--- config.mk ---
export PLATFORM = sky130hd
export DESIGN_NAME = register_file_flat
export DESIGN_NICKNAME = d
export VERILOG_FILES = /design/src/rtl/register_file_pkg.sv /design/src/rtl/register_file_if.sv /design/src/rtl/register_file_reg_entry.sv /design/src/rtl/register_file.sv /design/src/flat_wrapper.sv
export SDC_FILE = /design/constraint.sdc
export NUM_CORES = 1
export LEC_CHECK = 0
export CAP_MARGIN = 10
export CORE_AREA = 2 2 139 141
export DETAILED_ROUTE_END_ITERATION = 16
export DIE_AREA = 0 0 141 143
export GPL_TIMING_DRIVEN = 0
export PLACE_DENSITY = 0.71
export SYNTH_ARGS = -nofsm -noshare
export SYNTH_HDL_FRONTEND = slang
export SYNTH_SLANG_ARGS = --single-unit
--- constraint.sdc ---
create_clock -name clk -period 4.2 [get_ports clk]
set_input_delay 0.63 -clock clk [delete_from_list [all_inputs] [get_ports clk]]
set_output_delay 0.63 -clock clk [all_outputs]
set_load 0.005 [all_outputs]
--- src/rtl/register_file_pkg.sv ---
// Shared definitions for register_file and other sequential-sweep controllers.
package register_file_pkg;

  // Two-state sweep controller: idle, or walking a pointer across storage.
  typedef enum logic {
    IDLE  = 1'b0,
    CLEAR = 1'b1
  } sweep_state_e;

endpackage : register_file_pkg

--- src/rtl/register_file_if.sv ---
// Bus bundle between a register_file and its user: one write port, two read ports, clear control.
interface register_file_if #(
  parameter int SIZE  = 16,
  parameter int DEPTH = 8
);
  localparam int ADDR_W = $clog2(DEPTH);

  logic              wrEn;
  logic [ADDR_W-1:0] wrAddr;
  logic [SIZE-1:0]   wrData;
  logic [ADDR_W-1:0] rdAddrA;
  logic [ADDR_W-1:0] rdAddrB;
  logic [SIZE-1:0]   rdDataA;
  logic [SIZE-1:0]   rdDataB;
  logic              validA;
  logic              validB;
  logic              clearReq;
  logic              busy;

  modport master (
    output wrEn, wrAddr, wrData, rdAddrA, rdAddrB, clearReq,
    input  rdDataA, rdDataB, validA, validB, busy
  );

  modport slave (
    input  wrEn, wrAddr, wrData, rdAddrA, rdAddrB, clearReq,
    output rdDataA, rdDataB, validA, validB, busy
  );

endinterface : register_file_if

--- src/rtl/register_file_reg_entry.sv ---
// One storage entry: SIZE-bit data plus a valid flag; sync clear wins over load.
module reg_entry #(
  parameter int SIZE = 16
) (
  input  logic            clk_i,
  input  logic            rst_i,
  input  logic            load_i,
  input  logic            clr_i,
  input  logic [SIZE-1:0] data_i,
  output logic [SIZE-1:0] data_o,
  output logic            valid_o
);

  logic [SIZE-1:0] data_q;
  logic            valid_q;

  always_ff @(posedge clk_i or posedge rst_i) begin
    if (rst_i) begin
      data_q  <= '0;
      valid_q <= 1'b0;
    end else if (clr_i) begin
      data_q  <= '0;
      valid_q <= 1'b0;
    end else if (load_i) begin
      data_q  <= data_i;
      valid_q <= 1'b1;
    end
  end

  assign data_o  = data_q;
  assign valid_o = valid_q;

endmodule : reg_entry

--- src/rtl/register_file.sv ---
// Two-read/one-write register file with optional write forwarding, hardwired-zero entry 0
// and a one-entry-per-cycle clear sweep controller.
module register_file
  import register_file_pkg::*;
#(
  parameter int SIZE      = 16,
  parameter int DEPTH     = 8,
  parameter int BYPASS    = 1,
  parameter int ZERO_REG0 = 0
) (
  input logic            clk,
  input logic            rst,
  register_file_if.slave bus
);

  localparam int ADDR_W = $clog2(DEPTH);
  localparam logic [ADDR_W-1:0] LAST_IDX = ADDR_W'(DEPTH - 1);

  sweep_state_e      state_q;
  logic [ADDR_W-1:0] ptr_q;
  logic              busy_q;

  logic              wr_accept;
  logic              fwd_ok;
  logic [DEPTH-1:0]  load;
  logic [DEPTH-1:0]  clr;
  logic [SIZE-1:0]   ent_data [DEPTH];
  logic [DEPTH-1:0]  ent_valid;

  // Sweep controller; busy is registered so it rises the cycle after clearReq is taken.
  always_ff @(posedge clk or posedge rst) begin
    if (rst) begin
      state_q <= IDLE;
      ptr_q   <= '0;
      busy_q  <= 1'b0;
    end else begin
      case (state_q)
        IDLE: begin
          if (bus.clearReq) begin
            state_q <= CLEAR;
            ptr_q   <= '0;
            busy_q  <= 1'b1;
          end
        end
        CLEAR: begin
          if (ptr_q == LAST_IDX) begin
            state_q <= IDLE;
            busy_q  <= 1'b0;
          end else begin
            ptr_q <= ptr_q + 1'b1;
          end
        end
        default: begin
          state_q <= IDLE;
          busy_q  <= 1'b0;
        end
      endcase
    end
  end

  assign wr_accept = bus.wrEn & ~busy_q;
  assign fwd_ok    = (BYPASS != 0) & wr_accept & ~rst;

  always_comb begin
    load = '0;
    clr  = '0;
    if (wr_accept && !((ZERO_REG0 != 0) && (bus.wrAddr == '0))) begin
      load[bus.wrAddr] = 1'b1;
    end
    if (busy_q) begin
      clr[ptr_q] = 1'b1;
    end
  end

  for (genvar i = 0; i < DEPTH; i++) begin : g_entry
    reg_entry #(
      .SIZE(SIZE)
    ) u_entry (
      .clk_i  (clk),
      .rst_i  (rst),
      .load_i (load[i]),
      .clr_i  (clr[i]),
      .data_i (bus.wrData),
      .data_o (ent_data[i]),
      .valid_o(ent_valid[i])
    );
  end

  // Read priority: hardwired entry 0, then forwarded write data, then stored contents.
  always_comb begin
    bus.rdDataA = ent_data[bus.rdAddrA];
    bus.validA  = ent_valid[bus.rdAddrA];
    if (fwd_ok && (bus.rdAddrA == bus.wrAddr)) begin
      bus.rdDataA = bus.wrData;
      bus.validA  = 1'b1;
    end
    if ((ZERO_REG0 != 0) && (bus.rdAddrA == '0)) begin
      bus.rdDataA = '0;
      bus.validA  = 1'b1;
    end
  end

  always_comb begin
    bus.rdDataB = ent_data[bus.rdAddrB];
    bus.validB  = ent_valid[bus.rdAddrB];
    if (fwd_ok && (bus.rdAddrB == bus.wrAddr)) begin
      bus.rdDataB = bus.wrData;
      bus.validB  = 1'b1;
    end
    if ((ZERO_REG0 != 0) && (bus.rdAddrB == '0)) begin
      bus.rdDataB = '0;
      bus.validB  = 1'b1;
    end
  end

  assign bus.busy = busy_q;

endmodule : register_file

--- src/flat_wrapper.sv ---
// flat-port wrapper written by rule: the top's interface ports become plain ports
module register_file_flat import register_file_pkg::*;
#(
  parameter int SIZE      = 16,
  parameter int DEPTH     = 8,
  parameter int BYPASS    = 1,
  parameter int ZERO_REG0 = 0
)
  (clk, rst, bus_wrEn, bus_wrAddr, bus_wrData, bus_rdAddrA, bus_rdAddrB, bus_clearReq, bus_rdDataA, bus_rdDataB, bus_validA, bus_validB, bus_busy);
  register_file_if #(.SIZE(SIZE), .DEPTH(DEPTH)) bus_i ();
  input logic clk;
  input logic rst;
  input wire logic [$bits(bus_i.wrEn)-1:0] bus_wrEn;
  input wire logic [$bits(bus_i.wrAddr)-1:0] bus_wrAddr;
  input wire logic [$bits(bus_i.wrData)-1:0] bus_wrData;
  input wire logic [$bits(bus_i.rdAddrA)-1:0] bus_rdAddrA;
  input wire logic [$bits(bus_i.rdAddrB)-1:0] bus_rdAddrB;
  input wire logic [$bits(bus_i.clearReq)-1:0] bus_clearReq;
  output wire logic [$bits(bus_i.rdDataA)-1:0] bus_rdDataA;
  output wire logic [$bits(bus_i.rdDataB)-1:0] bus_rdDataB;
  output wire logic [$bits(bus_i.validA)-1:0] bus_validA;
  output wire logic [$bits(bus_i.validB)-1:0] bus_validB;
  output wire logic [$bits(bus_i.busy)-1:0] bus_busy;
  assign bus_i.wrEn = bus_wrEn;
  assign bus_i.wrAddr = bus_wrAddr;
  assign bus_i.wrData = bus_wrData;
  assign bus_i.rdAddrA = bus_rdAddrA;
  assign bus_i.rdAddrB = bus_rdAddrB;
  assign bus_i.clearReq = bus_clearReq;
  assign bus_rdDataA = bus_i.rdDataA;
  assign bus_rdDataB = bus_i.rdDataB;
  assign bus_validA = bus_i.validA;
  assign bus_validB = bus_i.validB;
  assign bus_busy = bus_i.busy;
  register_file #(.SIZE(SIZE), .DEPTH(DEPTH), .BYPASS(BYPASS), .ZERO_REG0(ZERO_REG0)) u_core (.clk(clk), .rst(rst), .bus(bus_i));
endmodule
==> impl_metrics.csv <==
group,metric,value,unit
status,status,"complete, no violations",
global_routing,grt_pass1_wl,37.4,mm
worst_setup_path,cp.required,3.57,ns
worst_setup_path,worst_setup_path_start_kind,"flip-flop",
timing,slew_viol_final,0,
detailed_routing,drt_wl_total,24.1,mm
clock_tree,cts_buffers,17,
placement,dpl_cell_area,9110,µm²
power_and_ir_drop,power.share.switching,32.9,%
timing,finalSetupViolations,0,
clock_tree,cts_sinks,141,
floorplanning,row_count,50,
detailed_routing,final_antenna_net_count,0,
synthesis,syn_inst,662,
timing,min_period_over_period,87.5,%
layout,layout.nets,770,
worst_setup_path,critical_path_class,"flip-flop to output port",
global_routing,first_global_vias,6597,
synthesis,synth_cell_type_count,35,
power_and_ir_drop,intPower,4.12,mW
worst_setup_path,reg2reg_depth,6,
global_routing,antenna_found_initial,0,
floorplanning,dieWidth,141,µm
worst_setup_path,cp.arrival,3.04,ns
floorplanning,dieArea,20200,µm²
timing,fmax,272,MHz
worst_setup_path,cp_num_buf_inv,4,
timing,period_minus_slack,3.67,ns
synthesis,yosys_warnings,0,
worst_setup_path,path_depth,7,
clock_tree,htreeDepth,4,
synthesis,seq_area_frac_synth,43.0,%
layout,drive_gt1_share,17.0,%
power_and_ir_drop,clkPwrFrac,25.9,%
global_routing,grt_max_degree,43,
detailed_routing,firstDrtPassIters,5,
min_path,hp-class,"flip-flop to flip-flop",
timing,report.final.hold_viol_count,0,
global_routing,grt_overflow_total,0,
clock_tree,hold_buffers,0,
timing,holdWs,0.535,ns
job,max-cap-violations,0,
floorplanning,boundaryPins,64,
clock_tree,cts_root_buf,"clkbuf_16",
clock_tree,cts_tree,"done",
timing,grt_setup_unrepaired,"false",
timing,worst_pin_slew,1.00,ns
timing,tns,0,ns
clock_tree,path_clk_slew,0.06,ns
global_routing,grtUsageTotal,25.1,%
worst_setup_path,critPathMaxFanout,10,
worst_setup_path,worst_path_largest_cell_delay,0.53,ns
power_and_ir_drop,power_frac_seq,38.5,%
clock_tree,clock_path_buffers,2,
floorplanning,initial_core_util,44.1,%
synthesis,ys_seq_elements,141,
timing,clock_skew,0.00642,ns
synthesis,syn_area,8200,µm²
floorplanning,dieHeight,143,µm
placement,io_buffers,55,
worst_setup_path,slowest_stage,"clkdlybuf4s50_1",
detailed_routing,post_drt_via_cell_ratio,6.20,
clock_tree,clock_latency,0.43,ns
layout,final_cell_mix,"mux2i_1, dfrtp_1, nand2_1",
power_and_ir_drop,ir_drop,0.000392,V
power_and_ir_drop,power_frac_comb,35.6,%
synthesis,syn_area_per_cell,12.4,µm²
min_path,holdPathStages,1,
layout,stdcell_area,9720,µm²
worst_setup_path,cp-end-kind,"output port",
power_and_ir_drop,power.switching,2.02,mW
layout,layout-area-overhead-vs-synth,18.5,%
detailed_routing,wl_per_cell,24.4,µm
placement,detailed_place_hpwl,15.9,mm
placement,finalWeightedCongestion,0.882,
worst_setup_path,path_cells,"clkbuf_1 > nor3b_1 > nand4_1 > clkbuf_2 > buf_2 > mux2i_1 > clkdlybuf4s50_1",
detailed_routing,drc_errors,0,
worst_setup_path,crit_family,"buffers and inverters",
synthesis,syn_nets,693,
layout,layout_commonest_cell,"mux2i_1",
layout,diodes,0,
timing,max_slew_margin,33.0,%
clock_tree,post_cts_buffers,0,
floorplanning,core,18600,µm²
clock_tree,post_cts_resized,0,
detailed_routing,drt_iter0_markers,708,
power_and_ir_drop,powerDensity,631,nW/µm²
power_and_ir_drop,power.leakage,4.52,nW
detailed_routing,vias,6117,
power_and_ir_drop,power,6.14,mW
## per-layer routing
metal / up-vias / GRT usage (%) / share of wire (%)
li1: 2580 / - / -
met1: 3154 / 31.2 / 39
met2: 315 / 41.4 / 49
met3: 68 / 5.40 / 7.7
met4: 0 / 13.1 / 4.0
met5: - / 0 / 0
## through the flow
| step | worst slack (ns) | utilization (%) | cells |
|---|---|---|---|
| finish | 0.525 | 52.3 | 986 |
| global placement | 0.581 | 48.7 | 951 |
| global route | 0.338 | 52.3 | 986 |
| CTS | 0.528 | 52.3 | 986 |
| floorplan | 1.69 | - | 662 |
| detailed placement | 0.587 | 49.0 | 954 |
## sequential cells by signal, indices dropped and copies added (netlist names)
signal	count
u_core.bus.busy	1
u_core.g_entry.u_entry.data_o	128
u_core.g_entry.u_entry.valid_o	8
u_core.ptr_q	3
u_core.state_q	1
## worst paths after layout
path	endpoint	startpoint	slack, ns
setup / recovery	bus_rdDataB[13]	u_core.bus.busy$_DFFE_PP0P_	0.53
hold / removal	u_core.g_entry[5].u_entry.valid_o$_DFFE_PP0P_	u_core.g_entry[5].u_entry.valid_o$_DFFE_PP0P_	0.53
setup reg to reg	u_core.g_entry[1].u_entry.data_o[2]$_DFFE_PP0P_	u_core.ptr_q[2]$_DFFE_PP0P_	1.84
hold reg to reg	u_core.g_entry[5].u_entry.valid_o$_DFFE_PP0P_	u_core.g_entry[5].u_entry.valid_o$_DFFE_PP0P_	0.53
max in group asynchronous	u_core.g_entry[4].u_entry.data_o[12]$_DFFE_PP0P_	rst	2.92
min in group asynchronous	u_core.g_entry[2].u_entry.data_o[15]$_DFFE_PP0P_	rst	0.67
## worst reg2reg max path, stage by stage (launching register included)
cell	delay, ns
dfrtp_1	0.35
clkbuf_1	0.31
nand4bb_1	0.19
clkbuf_1	0.50
clkbuf_1	0.59
nand2_1	0.15
mux2i_1	0.19
## cells by family after synthesis
group                      after synthesis  share of synthesized area, %
AOI/OAI and AO/OA                       44                          3.52
xor gates and xnor gates                 6                         0.641
adders and majority gates                2                         0.305
buffers and inverters                   81                          4.42
DFF                                    141                          43.0
muxes                                  246                          40.4
and+or+nand+nor                        142                          7.69
## power groups by stage
stage                     Clock (mW)  Combinational (mW)  Sequential (mW)
after global placement             0                2.06             2.27
after global routing            1.65                2.36             2.42
after detailed placement           0                2.17             2.36
after floorplan                    0                1.45             2.21
final                           1.59                2.19             2.36
after CTS                       1.59                2.18             2.34
## cell usage after synthesis, drive strengths merged
| master | n | area share (%) |
|---|---|---|
| mux2i | 178 | 22 |
| dfrtp | 141 | 43 |
| nand2 | 118 | 5.4 |
| mux4 | 68 | 19 |
| clkbuf | 30 | 1.4 |
| buf | 29 | 2.0 |
| clkinv | 16 | 0.73 |
| o211ai | 16 | 1.5 |
| o21ai | 16 | 0.98 |
| inv | 6 | 0.27 |
| xnor2 | 6 | 0.64 |
| nor2 | 4 | 0.34 |
| o21a | 4 | 0.37 |
| a21boi | 3 | 0.27 |
| a22o | 3 | 0.32 |
| nand4 | 3 | 0.23 |
| nand4b | 3 | 0.32 |
| nand4bb | 3 | 0.41 |
| a21oi | 2 | 0.12 |
| ha | 2 | 0.31 |
| nor3b | 2 | 0.18 |
| or3 | 2 | 0.15 |
| or3b | 2 | 0.21 |
| nand2b | 1 | 0.076 |
| nand3b | 1 | 0.092 |
| nor2b | 1 | 0.076 |
| or2 | 1 | 0.076 |
| or4b | 1 | 0.12 |
## layout make-up
class                   count  area, µm²
well taps                 234        293
multi-input cells         440       4310
flip-flops and latches    141       3530
inverters                  22       86.3
repair buffers             58        611
fillers                  1499       8860
plain buffers              59        280
clock inverters             7        135
clock buffers              25        475
Power figures use the tool's default switching activity.
